$ cat src/rtl/cle_key_reader_if.sv
`default_nettype none
// ============================================================================
//  Module   : cle_key_reader_if
//  Purpose  : Bundles the command/result handshake of the CLE2ac key reader
//             with the serial strobes that run to the key PAL.
//  Revision : 1.0  initial release
// ----------------------------------------------------------------------------
//  Signals
//    start       host -> reader   one-cycle request to read one word
//    cmd[3:0]    host -> reader   address nibble for bit 0 of the word
//    busy        reader -> host   high from accepted start until hand-off
//    dout        reader -> host   assembled word, LSB = first bit read
//    dout_valid  reader -> host   word available
//    dout_ready  host -> reader   consumer accepts word
//    key_sser_n  reader -> key    select, active low
//    key_ba13    reader -> key    address bit 13
//    key_ba12    reader -> key    address bit 12
//    key_ba[3:0] reader -> key    BA7..BA4
//    key_br_w    reader -> key    read/write, 1 = read
//    key_clk     reader -> key    key register clock
//    key_sdrd    key -> reader    serial read data (externally pulled)
//  Modports
//    slave  : the reader itself
//    master : the surrounding system (bus controller plus key)
// ============================================================================
interface cle_key_reader_if #(
  parameter int BITS = 8
);
  logic            start;
  logic [3:0]      cmd;
  logic            busy;
  logic [BITS-1:0] dout;
  logic            dout_valid;
  logic            dout_ready;
  logic            key_sser_n;
  logic            key_ba13;
  logic            key_ba12;
  logic [3:0]      key_ba;
  logic            key_br_w;
  logic            key_clk;
  logic            key_sdrd;

  modport slave (
    input  start, cmd, dout_ready, key_sdrd,
    output busy, dout, dout_valid,
           key_sser_n, key_ba13, key_ba12, key_ba, key_br_w, key_clk
  );

  modport master (
    output start, cmd, dout_ready, key_sdrd,
    input  busy, dout, dout_valid,
           key_sser_n, key_ba13, key_ba12, key_ba, key_br_w, key_clk
  );
endinterface

`default_nettype wire

$ cat src/rtl/cle_key_reader.sv
`default_nettype none
// ============================================================================
//  Module   : cle_key_reader
//  Purpose  : Host-side sequencer for the CLE2ac serial key. For every
//             requested word it walks BITS bit slots, each made of
//             SETUP -> SAMPLE -> HIGH -> GAP, strobing the key's select,
//             address, read and clock lines, capturing SDRD LSB first, and
//             finally presenting the word on a valid/ready output.
//  Revision : 1.0  initial release
// ----------------------------------------------------------------------------
//  Ports
//    clk   in   system clock
//    rst   in   asynchronous active-high reset
//    bus   slave modport of cle_key_reader_if (command, result, key strobes)
//  Parameters
//    BITS       bits per word (2..16)
//    SETUP_LEN  cycles selects settle with key_clk low before sampling (>=1)
//    HIGH_LEN   cycles key_clk is held high (>=1)
//    GAP_LEN    cycles deselected between bits (>=1)
//  Build option
//    CLE_SAMPLE_MAJORITY_EN  when defined, SAMPLE lasts three cycles and the
//                            stored bit is the majority of the three reads.
// ============================================================================
module cle_key_reader #(
  parameter int BITS      = 8,
  parameter int SETUP_LEN = 2,
  parameter int HIGH_LEN  = 2,
  parameter int GAP_LEN   = 1
) (
  input  logic             clk,
  input  logic             rst,
  cle_key_reader_if.slave  bus
);

`ifdef CLE_SAMPLE_MAJORITY_EN
  localparam int SAMPLE_LEN = 3;
`else
  localparam int SAMPLE_LEN = 1;
`endif

  // One phase counter serves every timed state, so it is sized for the
  // longest of them.
  localparam int PH_MAX0 = (SETUP_LEN > HIGH_LEN) ? SETUP_LEN : HIGH_LEN;
  localparam int PH_MAX1 = (PH_MAX0 > GAP_LEN) ? PH_MAX0 : GAP_LEN;
  localparam int PH_MAX  = (PH_MAX1 > SAMPLE_LEN) ? PH_MAX1 : SAMPLE_LEN;
  localparam int PH_W    = (PH_MAX > 1) ? $clog2(PH_MAX) : 1;
  localparam int BC_W    = $clog2(BITS);

  localparam logic [PH_W-1:0] SETUP_LAST  = PH_W'(SETUP_LEN - 1);
  localparam logic [PH_W-1:0] SAMPLE_LAST = PH_W'(SAMPLE_LEN - 1);
  localparam logic [PH_W-1:0] HIGH_LAST   = PH_W'(HIGH_LEN - 1);
  localparam logic [PH_W-1:0] GAP_LAST    = PH_W'(GAP_LEN - 1);
  localparam logic [BC_W-1:0] LAST_BIT    = BC_W'(BITS - 1);

  typedef enum logic [2:0] {
    S_IDLE   = 3'd0,
    S_SETUP  = 3'd1,
    S_SAMPLE = 3'd2,
    S_HIGH   = 3'd3,
    S_GAP    = 3'd4,
    S_DONE   = 3'd5
  } state_t;

  state_t          state_q;
  logic [PH_W-1:0] phase_q;
  logic [BC_W-1:0] bit_cnt_q;
  logic [3:0]      cmd_q;
  logic [BITS-1:0] shift_q;
  logic            busy_q;
  logic            dout_valid_q;
  logic            sser_n_q;
  logic            ba13_q;
  logic            ba12_q;
  logic [3:0]      ba_q;
  logic            br_w_q;
  logic            key_clk_q;

  // Value that gets written into the shift register at the end of SAMPLE.
  logic            bit_d;

`ifdef CLE_SAMPLE_MAJORITY_EN
  // First two reads of the slot; the third is taken straight from the pin.
  logic [1:0]      samp_q;
  assign bit_d = (samp_q[0] & samp_q[1]) |
                 (samp_q[0] & bus.key_sdrd) |
                 (samp_q[1] & bus.key_sdrd);
`else
  assign bit_d = bus.key_sdrd;
`endif

  // All key strobes are registered and only updated on state entry, so the
  // select lines can never move while key_clk is high: HIGH is entered with
  // selects already stable, and deselect happens on the same edge that
  // drops key_clk (the key only acts on the rising edge).
  always_ff @(posedge clk or posedge rst) begin
    if (rst) begin
      state_q      <= S_IDLE;
      phase_q      <= '0;
      bit_cnt_q    <= '0;
      cmd_q        <= 4'h0;
      shift_q      <= '0;
      busy_q       <= 1'b0;
      dout_valid_q <= 1'b0;
      sser_n_q     <= 1'b1;
      ba13_q       <= 1'b1;
      ba12_q       <= 1'b0;
      ba_q         <= 4'h0;
      br_w_q       <= 1'b0;
      key_clk_q    <= 1'b0;
`ifdef CLE_SAMPLE_MAJORITY_EN
      samp_q       <= 2'b00;
`endif
    end else begin
      case (state_q)
        S_IDLE: begin
          if (bus.start) begin
            cmd_q     <= bus.cmd;
            shift_q   <= '0;
            bit_cnt_q <= '0;
            phase_q   <= '0;
            busy_q    <= 1'b1;
            // Select the key for bit 0; the command nibble only addresses
            // the first bit of the word.
            sser_n_q  <= 1'b0;
            ba13_q    <= 1'b0;
            ba12_q    <= 1'b1;
            br_w_q    <= 1'b1;
            key_clk_q <= 1'b0;
            ba_q      <= bus.cmd;
            state_q   <= S_SETUP;
          end
        end

        S_SETUP: begin
          if (phase_q == SETUP_LAST) begin
            phase_q <= '0;
            state_q <= S_SAMPLE;
          end else begin
            phase_q <= phase_q + 1'b1;
          end
        end

        S_SAMPLE: begin
          if (phase_q == SAMPLE_LAST) begin
            shift_q[bit_cnt_q] <= bit_d;
            key_clk_q          <= 1'b1;
            phase_q            <= '0;
            state_q            <= S_HIGH;
          end else begin
`ifdef CLE_SAMPLE_MAJORITY_EN
            samp_q[phase_q[0]] <= bus.key_sdrd;
`endif
            phase_q <= phase_q + 1'b1;
          end
        end

        S_HIGH: begin
          if (phase_q == HIGH_LAST) begin
            key_clk_q <= 1'b0;
            sser_n_q  <= 1'b1;
            ba13_q    <= 1'b1;
            ba12_q    <= 1'b0;
            br_w_q    <= 1'b0;
            ba_q      <= 4'h0;
            phase_q   <= '0;
            state_q   <= S_GAP;
          end else begin
            phase_q <= phase_q + 1'b1;
          end
        end

        S_GAP: begin
          if (phase_q == GAP_LAST) begin
            phase_q <= '0;
            if (bit_cnt_q == LAST_BIT) begin
              dout_valid_q <= 1'b1;
              state_q      <= S_DONE;
            end else begin
              bit_cnt_q <= bit_cnt_q + 1'b1;
              sser_n_q  <= 1'b0;
              ba13_q    <= 1'b0;
              ba12_q    <= 1'b1;
              br_w_q    <= 1'b1;
              ba_q      <= 4'h0;
              state_q   <= S_SETUP;
            end
          end else begin
            phase_q <= phase_q + 1'b1;
          end
        end

        S_DONE: begin
          if (bus.dout_ready) begin
            dout_valid_q <= 1'b0;
            busy_q       <= 1'b0;
            state_q      <= S_IDLE;
          end
        end

        default: begin
          state_q <= S_IDLE;
        end
      endcase
    end
  end

  assign bus.busy       = busy_q;
  assign bus.dout       = shift_q;
  assign bus.dout_valid = dout_valid_q;
  assign bus.key_sser_n = sser_n_q;
  assign bus.key_ba13   = ba13_q;
  assign bus.key_ba12   = ba12_q;
  assign bus.key_ba     = ba_q;
  assign bus.key_br_w   = br_w_q;
  assign bus.key_clk    = key_clk_q;

  // cmd_q holds the accepted nibble for the life of the word; it is kept so
  // the command that produced a word can be observed while the word is
  // in flight.
  logic unused_cmd;
  assign unused_cmd = ^cmd_q;

endmodule

`default_nettype wire

$ cat src/flat_wrapper.sv
// flat-port wrapper written by rule: the top's interface ports become plain ports
module cle_key_reader_flat 
#(
  parameter int BITS      = 8,
  parameter int SETUP_LEN = 2,
  parameter int HIGH_LEN  = 2,
  parameter int GAP_LEN   = 1
)
  (clk, rst, bus_start, bus_cmd, bus_dout_ready, bus_key_sdrd, bus_busy, bus_dout, bus_dout_valid, bus_key_sser_n, bus_key_ba13, bus_key_ba12, bus_key_ba, bus_key_br_w, bus_key_clk);
  cle_key_reader_if #(.BITS(BITS)) bus_i ();
  input  logic clk;
  input  logic rst;
  input wire logic [$bits(bus_i.start)-1:0] bus_start;
  input wire logic [$bits(bus_i.cmd)-1:0] bus_cmd;
  input wire logic [$bits(bus_i.dout_ready)-1:0] bus_dout_ready;
  input wire logic [$bits(bus_i.key_sdrd)-1:0] bus_key_sdrd;
  output wire logic [$bits(bus_i.busy)-1:0] bus_busy;
  output wire logic [$bits(bus_i.dout)-1:0] bus_dout;
  output wire logic [$bits(bus_i.dout_valid)-1:0] bus_dout_valid;
  output wire logic [$bits(bus_i.key_sser_n)-1:0] bus_key_sser_n;
  output wire logic [$bits(bus_i.key_ba13)-1:0] bus_key_ba13;
  output wire logic [$bits(bus_i.key_ba12)-1:0] bus_key_ba12;
  output wire logic [$bits(bus_i.key_ba)-1:0] bus_key_ba;
  output wire logic [$bits(bus_i.key_br_w)-1:0] bus_key_br_w;
  output wire logic [$bits(bus_i.key_clk)-1:0] bus_key_clk;
  assign bus_i.start = bus_start;
  assign bus_i.cmd = bus_cmd;
  assign bus_i.dout_ready = bus_dout_ready;
  assign bus_i.key_sdrd = bus_key_sdrd;
  assign bus_busy = bus_i.busy;
  assign bus_dout = bus_i.dout;
  assign bus_dout_valid = bus_i.dout_valid;
  assign bus_key_sser_n = bus_i.key_sser_n;
  assign bus_key_ba13 = bus_i.key_ba13;
  assign bus_key_ba12 = bus_i.key_ba12;
  assign bus_key_ba = bus_i.key_ba;
  assign bus_key_br_w = bus_i.key_br_w;
  assign bus_key_clk = bus_i.key_clk;
  cle_key_reader #(.BITS(BITS), .SETUP_LEN(SETUP_LEN), .HIGH_LEN(HIGH_LEN), .GAP_LEN(GAP_LEN)) u_core (.clk(clk), .rst(rst), .bus(bus_i));
endmodule
$ cat config.mk
export PLATFORM = sky130hd
export DESIGN_NAME = cle_key_reader_flat
export DESIGN_NICKNAME = d
export VERILOG_FILES = /design/src/rtl/cle_key_reader_if.sv /design/src/rtl/cle_key_reader.sv /design/src/flat_wrapper.sv
export SDC_FILE = /design/constraint.sdc
export NUM_CORES = 1
export LEC_CHECK = 0
export CELL_PAD_IN_SITES_DETAIL_PLACEMENT = 2
export CELL_PAD_IN_SITES_GLOBAL_PLACEMENT = 2
export CORE_MARGIN = 3
export CORE_UTILIZATION = 31
export DETAILED_ROUTE_END_ITERATION = 8
export MAX_ROUTING_LAYER = met4
export PLACE_DENSITY_LB_ADDON = 0.08
export SLEW_MARGIN = 20
export SYNTH_ARGS = -nofsm -noshare
export SYNTH_HDL_FRONTEND = slang
export SYNTH_SLANG_ARGS = --single-unit
export TNS_END_PERCENT = 10
$ cat constraint.sdc
create_clock -name clk -period 2.3 [get_ports clk]
set_clock_uncertainty 0.05 [all_clocks]
set_input_delay 0.23 -clock clk [delete_from_list [all_inputs] [get_ports clk]]
set_output_delay 0.23 -clock clk [all_outputs]
set_load 0.02 [all_outputs]
# --- Word-level counts from Yosys, hierarchy flattened ---
# Cells that the tools add are included.
totals:
  mem_count: 0
  register_bits: 24
  rom_bits: 0
  mem_bits_rw: 0
  latchBits: 0
  output_inout_bits: 19
  elab_cells: 90
op_classes:
  n_mul: 0
  magnitude_cmp: 2
  shifts: 0
  div: 0
  bitwise: 0
  eq_ne: 14
  n_addsub: 2
  reduce_logical: 19
  n_mux: 43
ops:
  columns: ["op", "n"]
  rows:
  - ["3-bit two-way mux", 10]
  - ["3-bit one-hot mux with 6 select lines", 1]
  - ["4-bit two-way mux", 4]
  - ["8-bit two-way mux", 2]
  - ["8-bit one-hot mux with 2 select lines", 1]
  - ["1-bit two-way mux", 15]
  - ["1-bit one-hot mux with 3 select lines", 4]
  - ["4-bit one-hot mux with 3 select lines", 1]
  - ["4-bit AND reduction", 3]
  - ["2-bit != test (second input constant)", 5]
  - ["3-bit == test (second input constant)", 3]
  - ["3-bit nonzero test", 3]
  - ["8-bit bitwise mux", 1]
  - ["2-bit nonzero test", 4]
  - ["3-bit by 2-bit == test with 1-bit output (second input constant)", 2]
  - ["2-bit by 1-bit != test with 1-bit output (second input constant)", 3]
  - ["3-bit one-hot mux with 2 select lines", 1]
  - ["3-bit AND reduction", 2]
  - ["6-bit AND reduction", 1]
  - ["5-bit AND reduction", 1]
  - ["3-bit by 4-bit less-than comparator with 1-bit output (second input constant)", 1]
  - ["1-bit one-hot mux with 2 select lines", 2]
  - ["2-bit OR reduction", 2]
  - ["3-bit by 1-bit adder with 3-bit output (second input constant)", 1]
  - ["other kinds (7)", 7]

# --- Depth between registers and ports, before layout ---
# Gate-level depths: netlist of the first run.
depth:
  ltp_word: 7
  depth_mapped: 5

# --- Least setup slack after synthesis of the first run ---
# No wires, ideal clock.
synth_path:
  kind: "reg2reg"
  startpoint: "register u_core.bit_cnt_q[1]"
  endpoint: "register u_core.bit_cnt_q[0]"
  required_time_ps: 2125
  arrival_ps: 1599
  period_less_slack_ps: 1774
  path_stages_with_launch: 6
  setup_ps: 125
  path_slack_ps: 526
  cell_sequence: "dfrtp_1 -> ha_1 -> ha_1 -> nor3b_1 -> o21a_1 -> mux2_2"
synth_via:
  elab_chain_cells: 3
synth_rtl:
  columns: ["item", "line", "text"]
  rows:
  - ["from (decl)", "cle_key_reader.sv:66", "logic [BC_W-1:0] bit_cnt_q;"]
  - ["from (signal assigned)", "cle_key_reader.sv:179", "bit_cnt_q <= bit_cnt_q + 1'b1;"]
  - ["3-bit == test", "cle_key_reader.sv:175", "if (bit_cnt_q == LAST_BIT) begin"]
  - ["2-bit != test (no source line)", null, null]
  - ["4-bit AND reduction (no source line)", null, null]
# No other way between the ends.
# A chain may end at the register's enable or synchronous reset.

# --- Worst setup path after layout of the first run ---
layout_path:
  startpoint: "register u_core.bit_cnt_q[0]"
  endpoint: "register u_core.bit_cnt_q[2]"
layout_via:
  elab_chain_cells: 4
  word_cells_on_any_way: 7
  classes_between: "add/sub (1); eq/ne (2); mux (3); reduce/logical (1)"
layout_rtl:
  columns: ["item", "line", "text"]
  rows:
  - ["3-bit by 1-bit adder with 3-bit output", "cle_key_reader.sv:179", null]
  - ["3-bit two-way mux", "cle_key_reader.sv:175", null]
  - ["3-bit two-way mux", "cle_key_reader.sv:173", "if (phase_q == GAP_LAST) begin"]
  - ["3-bit one-hot mux with 2 select lines", "cle_key_reader.sv:114", "case (state_q)"]
# Parallel ways exist; a longest one is shown, timed or not. The select of a mux whose other input is x is not followed.

==> results of run 1 <==
[synthesized netlist by cell type, drive strengths merged, types with 3 or more instances]
| cell type | n |
|---|---|
| nand2b | 3 |
| clkbuf | 8 |
| a221oi | 8 |
| inv | 13 |
| o22ai | 8 |
| nor2 | 5 |
| buf | 4 |
| or3b | 5 |
| nand3b | 5 |
| o21ai | 6 |
| nand2 | 3 |
| dfrtp | 23 |
| a21oi | 5 |
| mux2 | 7 |
| and3 | 6 |
[logic make-up (layout without fill, tap and decap cells)]
logic type,count (synthesis),count (layout),share of synthesized area [%]
xor gates and xnor gates,1,1,0.652
DFF,24,24,44.8
and+or+nand+nor,37,37,18.1
muxes,9,9,7.36
adders and majority gates,2,2,1.86
buffers and inverters,25,52,8.20
AOI/OAI and AO/OA,35,35,19.0
[layout make-up]
class | count | area share, %
repair buffers | 35 | 18.9
multi-input cells | 84 | 36.1
well taps | 50 | 3.58
clock inverters | 1 | 1.72
clock buffers | 3 | 2.37
inverters | 13 | 2.80
flip-flops and latches | 24 | 34.5
[through the flow]
step / setup slack (ps) / std cells
after floorplan: 526 / 133
after global placement: 263 / 206
after detailed placement: 226 / 206
after CTS: 349 / 210
after global routing: 261 / 210
final: 376 / 210
[critical path, cell delays in order, from the launching register on]
cell	delay [ps]
dfrtp_1	410
ha_1	210
ha_1	290
nor3b_1	290
o21a_1	220
mux2_2	350
[path summary, 6_finish.rpt]
kind | from | to | slack, ps | cells past startpoint
setup / recovery | u_core.bit_cnt_q[0] | u_core.bit_cnt_q[2] | 380 | 5
hold / removal | rst | u_core.bus.dout[7] | 270 | 3
setup reg to reg | u_core.bit_cnt_q[0] | u_core.bit_cnt_q[2] | 380 | 5
hold reg to reg | u_core.bus.key_ba[0] | u_core.bus.key_ba[0] | 480 | 1
max in group asynchronous | rst | u_core.bus.key_sser_n | 1640 | 3
min in group clk | u_core.bus.key_ba[0] | u_core.bus.key_ba[0] | 480 | 1
[registers in the layout (all words and copies together) (netlist names)]
| name | flops |
|---|---|
| u_core.bus.dout | 8 |
| u_core.bus.key_ba | 4 |
| u_core.bit_cnt_q | 3 |
| u_core.state_q | 3 |
| u_core.bus.busy | 1 |
| u_core.bus.dout_valid | 1 |
| u_core.bus.key_ba12 | 1 |
| u_core.bus.key_clk | 1 |
| u_core.bus.key_sser_n | 1 |
| u_core.phase_q | 1 |
[report_power, final]
part	switching [mW]	internal (mW)
sequential	0.0168	0.444
clock	0.141	0.233
combinational	0.103	0.0952
total	0.260	0.771
[metal layers]
layer  wire length [um]  vias to the layer above  global-route usage (%)
met3                 98                        6                    2.52
met4                 76                        0                    5.85
met1               1770                      564                    21.1
met2               1910                       24                    27.6
li1                   -                      539                       -
met5                  0                        -                       -
==> results, run 1 <==
- The run finished with clean final reports.
- At the end of routability-driven placement, the weighted congestion stood at 0.760.
- The clock latency of the later-clocked register in the worst-skew pair is 270 ps.
- For the final routed database, the setup TNS stands at 0 ps.
- The time the worst path needs with I/O delays and setup is 1920 ps.
- The violation count after the first detailed-routing iteration is 20.
- The ratio of cells with drive above 1 in the final layout is 18.8%.
- The die outline width is 71.8 um.
- CTS built an H-tree with a depth of 1.
- The via count normalized by instance count is 5.40.
- Along the worst path, the maximum fanout reaches 4.
- VDD sags by at most 0.224 mV.
- The aggregate global-route resource usage is 16.8%.
- In this run, synthesis produced a sequential element count of 24.
- For this block, the routed nets add up to 3850 um of wire.
- The path type of the worst min-delay path is input pin to asynchronous set/reset pin.
- Setup repair after global routing left no endpoint under its margin.
- The overall die area is 5160 um2.
- The worst setup path is captured at a flop.
- Synthesis produced 133 cells.
- The number of gates resized after CTS is 0.
- Counting the buffers created by CTS gives 3.
- The final count of negative-setup-slack endpoints is 0.
- The transition time at the pin with the least slew margin is 412 ps.
- The average cell area after synthesis is 10.1 um2.
- The number of hold violations in the final report was 0.
- The initial core utilization is 32.9%.
- The dominant synthesized flop cell is dfrtp_1.
- In the post-synthesis netlist, the biggest area contributors are dfrtp_1, mux2_2, a221oi_1.
- The cell area after layout is 1750 um2.
- The number of filler instances in the final layout is 445.
- Summing all multi-input logic gate instances after layout gives 631 um2.
- The ratio of final minimum period to clock period is 83.6%.
- Buffers placed on the I/O ports in this run total 27.
- The number of nets with antenna violations after detailed routing is 0.
- The most common cell after layout, fill and taps aside is clkdlybuf4s50_1.
- The repair_antennas step left the layout with diodes totalling 0.
- The clock transition at the registers of the reported paths is 90 ps.
- When the netlist entered floorplanning its net count stood at 144.
- Across all hold checks on the routed design, the worst slack comes to 271 ps.
- The synthesized netlist occupies a cell area of 1340 um2.
- TritonCTS built the clock tree.
- Detailed placement ended at an HPWL of 2810 um.
- Dividing total power by cell area gives a power density of 591 nW/um2.
- After layout, the design draws a total of 1.03 mW.
- The Yosys warning count is 0.
- At the worst endpoint, the required time is 2410 ps.
- The clock net in this run drives a total of 24 sinks.
- The total DRC errors in the routed layout is 0.
- Max-cap violations in this run came to 0.
- The net total in the final layout is 172.
- The post-placement cell area is 1670 um2.
- The global-route wire length before repair is 6670 um.
- The static leakage is 0.732 nW.
- The global route total overflow is 0.
- The number of hold buffers added after CTS was 0.
- The number of max-slew violations in the final report is 0.
- The number of synthesized flops with an enable pin is 0.
- The detailed-routing iteration count for the pre-antenna-repair pass is 4.
- The core region is 4090 um2.
- The share of flip-flops with an asynchronous set or reset is 100%.
- Post-CTS timing repair inserted 0 buffers for setup.
- The maximum number of buffers from clock root to sink is 2.
- The post-synthesis sequential area ratio is 44.8%.
- Entering global routing, the biggest net connects 25 pins.
- The netlist uses 39 different library cells.
- The die is 71.8 um tall.
- The final core utilization is 42.7%.
- The number of antenna violations at the first check in global routing was 0.
- The I/O pin total is 28.
- The type of the setup path with the least slack is flop to flop.
- The final route contains 1133 vias.
- The number of global-route vias before repair is 1323.
- CTS placed an instance of clkbuf_8 at the clock tree root.
- In this run the biggest area consumer among cell types represents 42.9% of the synthesized area.
- In this run the tightest slew margin relative to its limit is 72.4%.
- The routed length per instance is 18.3 um.
- STA classifies the critical path startpoint as a flop.
- The area growth from synthesis to layout is 30.0%.
- The area taken by flip-flops and latches is 602 um2.
- In the layout the commonest cells are clkdlybuf4s50_1, dfrtp_1, inv_1.
- The highest attainable clock frequency is 0.520 GHz.
- The count of standard-cell rows is 23.
- The worst path arrival time is 2030 ps.
- The post-synthesis cell type with the largest combined area is dfrtp_1.
(Power assumes the default switching activity.)
==> run 2: changes to the inputs <==
Clock period 2.3 ns to 1.8 ns, I/O delays scaled along.
==> run 2 against run 1 <==
- sequential share of layout area is 1.5 points lower
- design area is 4.8% higher
- combinational power is 44% higher
- power is 21% higher
- critical path type unchanged
- critical path depth is 2 lower
- via count is 3.9% higher
- global-route usage is 0.080 points higher
==> results, run 2 (synthesis results as in run 1) <==
- After detailed routing, the number of remaining DRC violations is 0.
- The ratio of final minimum period to clock period is 99.9%.
- At the worst endpoint, the required time is 1910 ps.
- The tree is rooted in a clkbuf_8.
- TritonCTS built the clock tree.
- Sequential cells account for 46.9% of the total power.
- The final weighted congestion of routability-driven global placement is 0.735.
- The detailed-route via count is 1177.
- The share of total power in the clock network is 30.2%.
- In this run the worst setup path begins at u_core.state_q[1].
- After floorplanning, the core was divided into 23 placement rows.
- The sink count of the clock tree is 24.
- The internal power of the cells totals 0.905 mW.
- Setup repair after global routing could not meet its margin everywhere.
- The initial core utilization is 32.9%.
- The switching share of power is 27.3%.
- The chip height is 71.8 um.
- Once layout is complete, the utilization of the core stands at 44.8%.
- The reg-to-reg endpoint is u_core.bus.key_ba[1].
- The completed layout was analyzed and its total power is 1.24 mW.
- The HPWL reported at the end of detailed placement is 2890 um.
- For the worst-skew pair, the clock arrives at the later sink with an insertion delay of 270 ps.
- Relative to the synthesized area, the layout overhead comes to 36.3%.
- The violation count after the first detailed-routing iteration is 40.
- The setup slack on the worst flop-to-flop path is 2 ps.
- The overall die area is 5160 um2.
- Once detail routing completed, the nets flagged for antenna violations numbered 0.
- Static timing analysis puts the maximum clock frequency at 0.556 GHz.
- Clock-pin slew was measured on the worst setup and hold paths at 90 ps.
- The net total in the final layout is 181.
- The routed design could run at a clock period as short as 1800 ps.
- In this run the static leakage power is 0.781 nW.
- The number of antenna violations at the first check in global routing is 0.
- The number of hold violations in the final report is 0.
- The number of max-slew violations in the final report came to 0.
- Input and output buffers added on the ports amount to 27.
- The worst reg2reg path depth is 3.
- The core region area is 4090 um2.
- The I/O pin total is 28.
- Leaving out filler cells and counting taps, the final layout contains 219.
- In this run the number of H-tree levels came out at 1.
- The worst setup path is captured at a flop.
- The capture point of the critical path is u_core.bus.key_ba[1].
- The total overflow left after global routing is 0.
- The number of flip-flops in the largest register is 8.
- The number of global-route vias before repair came to 1321.
- The path class of the tightest hold or removal check is input pin to asynchronous set/reset pin.
- IR analysis of the VDD net gives a maximum drop of 0.246 mV.
- The worst path arrival time is 1900 ps.
- In the global route stage, overall resource usage came out at 16.9%.
- The die is 71.8 um wide.
- The nature of the critical path startpoint is a flop.
- The global-route wire length before repair is 6640 um.
- The power density normalized to cell area is 680 nW/um2.
- Dividing the detail-routed via count by the number of cells gives 5.37.
- Setup violations remaining at the end of the flow were counted as 0.
- The first detailed-routing pass ran for 2 iterations.
- In the layout the commonest cells are clkdlybuf4s50_1, dfrtp_1, buf_4.
- Entering global routing, the biggest net connects 25 pins.
- The headroom to the max-slew limit is 73.4%.
- The worst-path maximum fanout is 5.
- The net switching power is 0.339 mW.
- The ratio of cells with drive above 1 in the final layout is 25.4%.
- The number of antenna diodes is 0.
- Per report_power, the combinational group accounts for 22.9% of the total.
- For the pin with the worst max-slew slack, the measured transition is 395 ps.
- The type of the setup path with the least slack is flop to flop.
- The startpoint identified for the worst register-to-register timing path is u_core.state_q[1].
- The total wirelength of the detailed-routed design is 3880 um.
- The clock passes through at most 2 buffers.
- The library cell used most frequently in the layout, excluding fill and tap cells, is clkdlybuf4s50_1.
- The run finished with clean final reports.
- Once placement completed, the tool counted placed cells totaling 214.
- The number of buffers added by the clock tree synthesis step is 3.
- The number of filler instances in the final layout is 449.
- The routed length per instance is 17.7 um.
- The number of max-cap violations is 0.
## run 2: area by class of cell
class | instances | area (um2) | area share (%)
repair buffers | 44 | 402 | 22.0
clock buffers | 4 | 55.1 | 3.01
flip-flops and latches | 24 | 603 | 33.0
inverters | 13 | 48.8 | 2.67
multi-input cells | 84 | 658 | 36.0
well taps | 50 | 62.6 | 3.42
## run 2: power groups by stage
| stage | Clock [mW] | Sequential, mW | Combinational [mW] |
|---|---|---|---|
| after floorplan | 0 | 0.616 | 0.135 |
| after global placement | 0 | 0.591 | 0.266 |
| after detailed placement | 0 | 0.594 | 0.278 |
| after CTS | 0.387 | 0.584 | 0.281 |
| after global routing | 0.411 | 0.588 | 0.313 |
| final | 0.376 | 0.583 | 0.285 |
## run 2: layer usage
layer / share of wire (%) / up-vias / GRT usage [%]
li1: - / 554 / -
met4: 1.1 / 0 / 4.59
met1: 48 / 597 / 22.3
met5: 0 / - / -
met2: 48 / 21 / 27.3
met3: 3.0 / 5 / 2.10
## run 2: worst min-delay path by stage
| stage | from | to | slack (ps) | cells past startpoint |
|---|---|---|---|---|
| floorplan | rst | u_core.bit_cnt_q[0] | 140 | 1 |
| global placement | u_core.bus.key_ba[0] | u_core.bus.key_ba[0] | 440 | 1 |
| detailed placement | u_core.bus.key_ba[2] | u_core.bus.key_ba[2] | 450 | 1 |
| CTS | rst | u_core.bus.dout[1] | 220 | 3 |
| global route | rst | u_core.bus.dout[1] | 250 | 3 |
| finish | rst | u_core.bus.dout[1] | 210 | 3 |
## run 2: worst max-delay path, cell delays in order, from the launching register on
cell	delay, ps
dfrtp_2	440
or4b_4	540
o211ai_4	320
mux2_4	340
## run 2: repair_timing
item                       in CTS  in global routing
setup endpoints to repair       5                 10
pin swaps                       1                  1
hold buffers                    0                  0
buffers inserted                0                  1
gates resized for setup         1                  9
## run 2: through the flow
step                TNS, ps  instance area (um2)  hold slack, ps  setup slack, ps
floorplan                 0                 1340             144             26.1
global placement       -837                 1730             444             -188
detailed placement     -929                 1730             454             -208
CTS                   -1.84                 1790             220            -1.84
global route           -201                 1830             249            -46.7
finish                    0                 1830             206             2.02
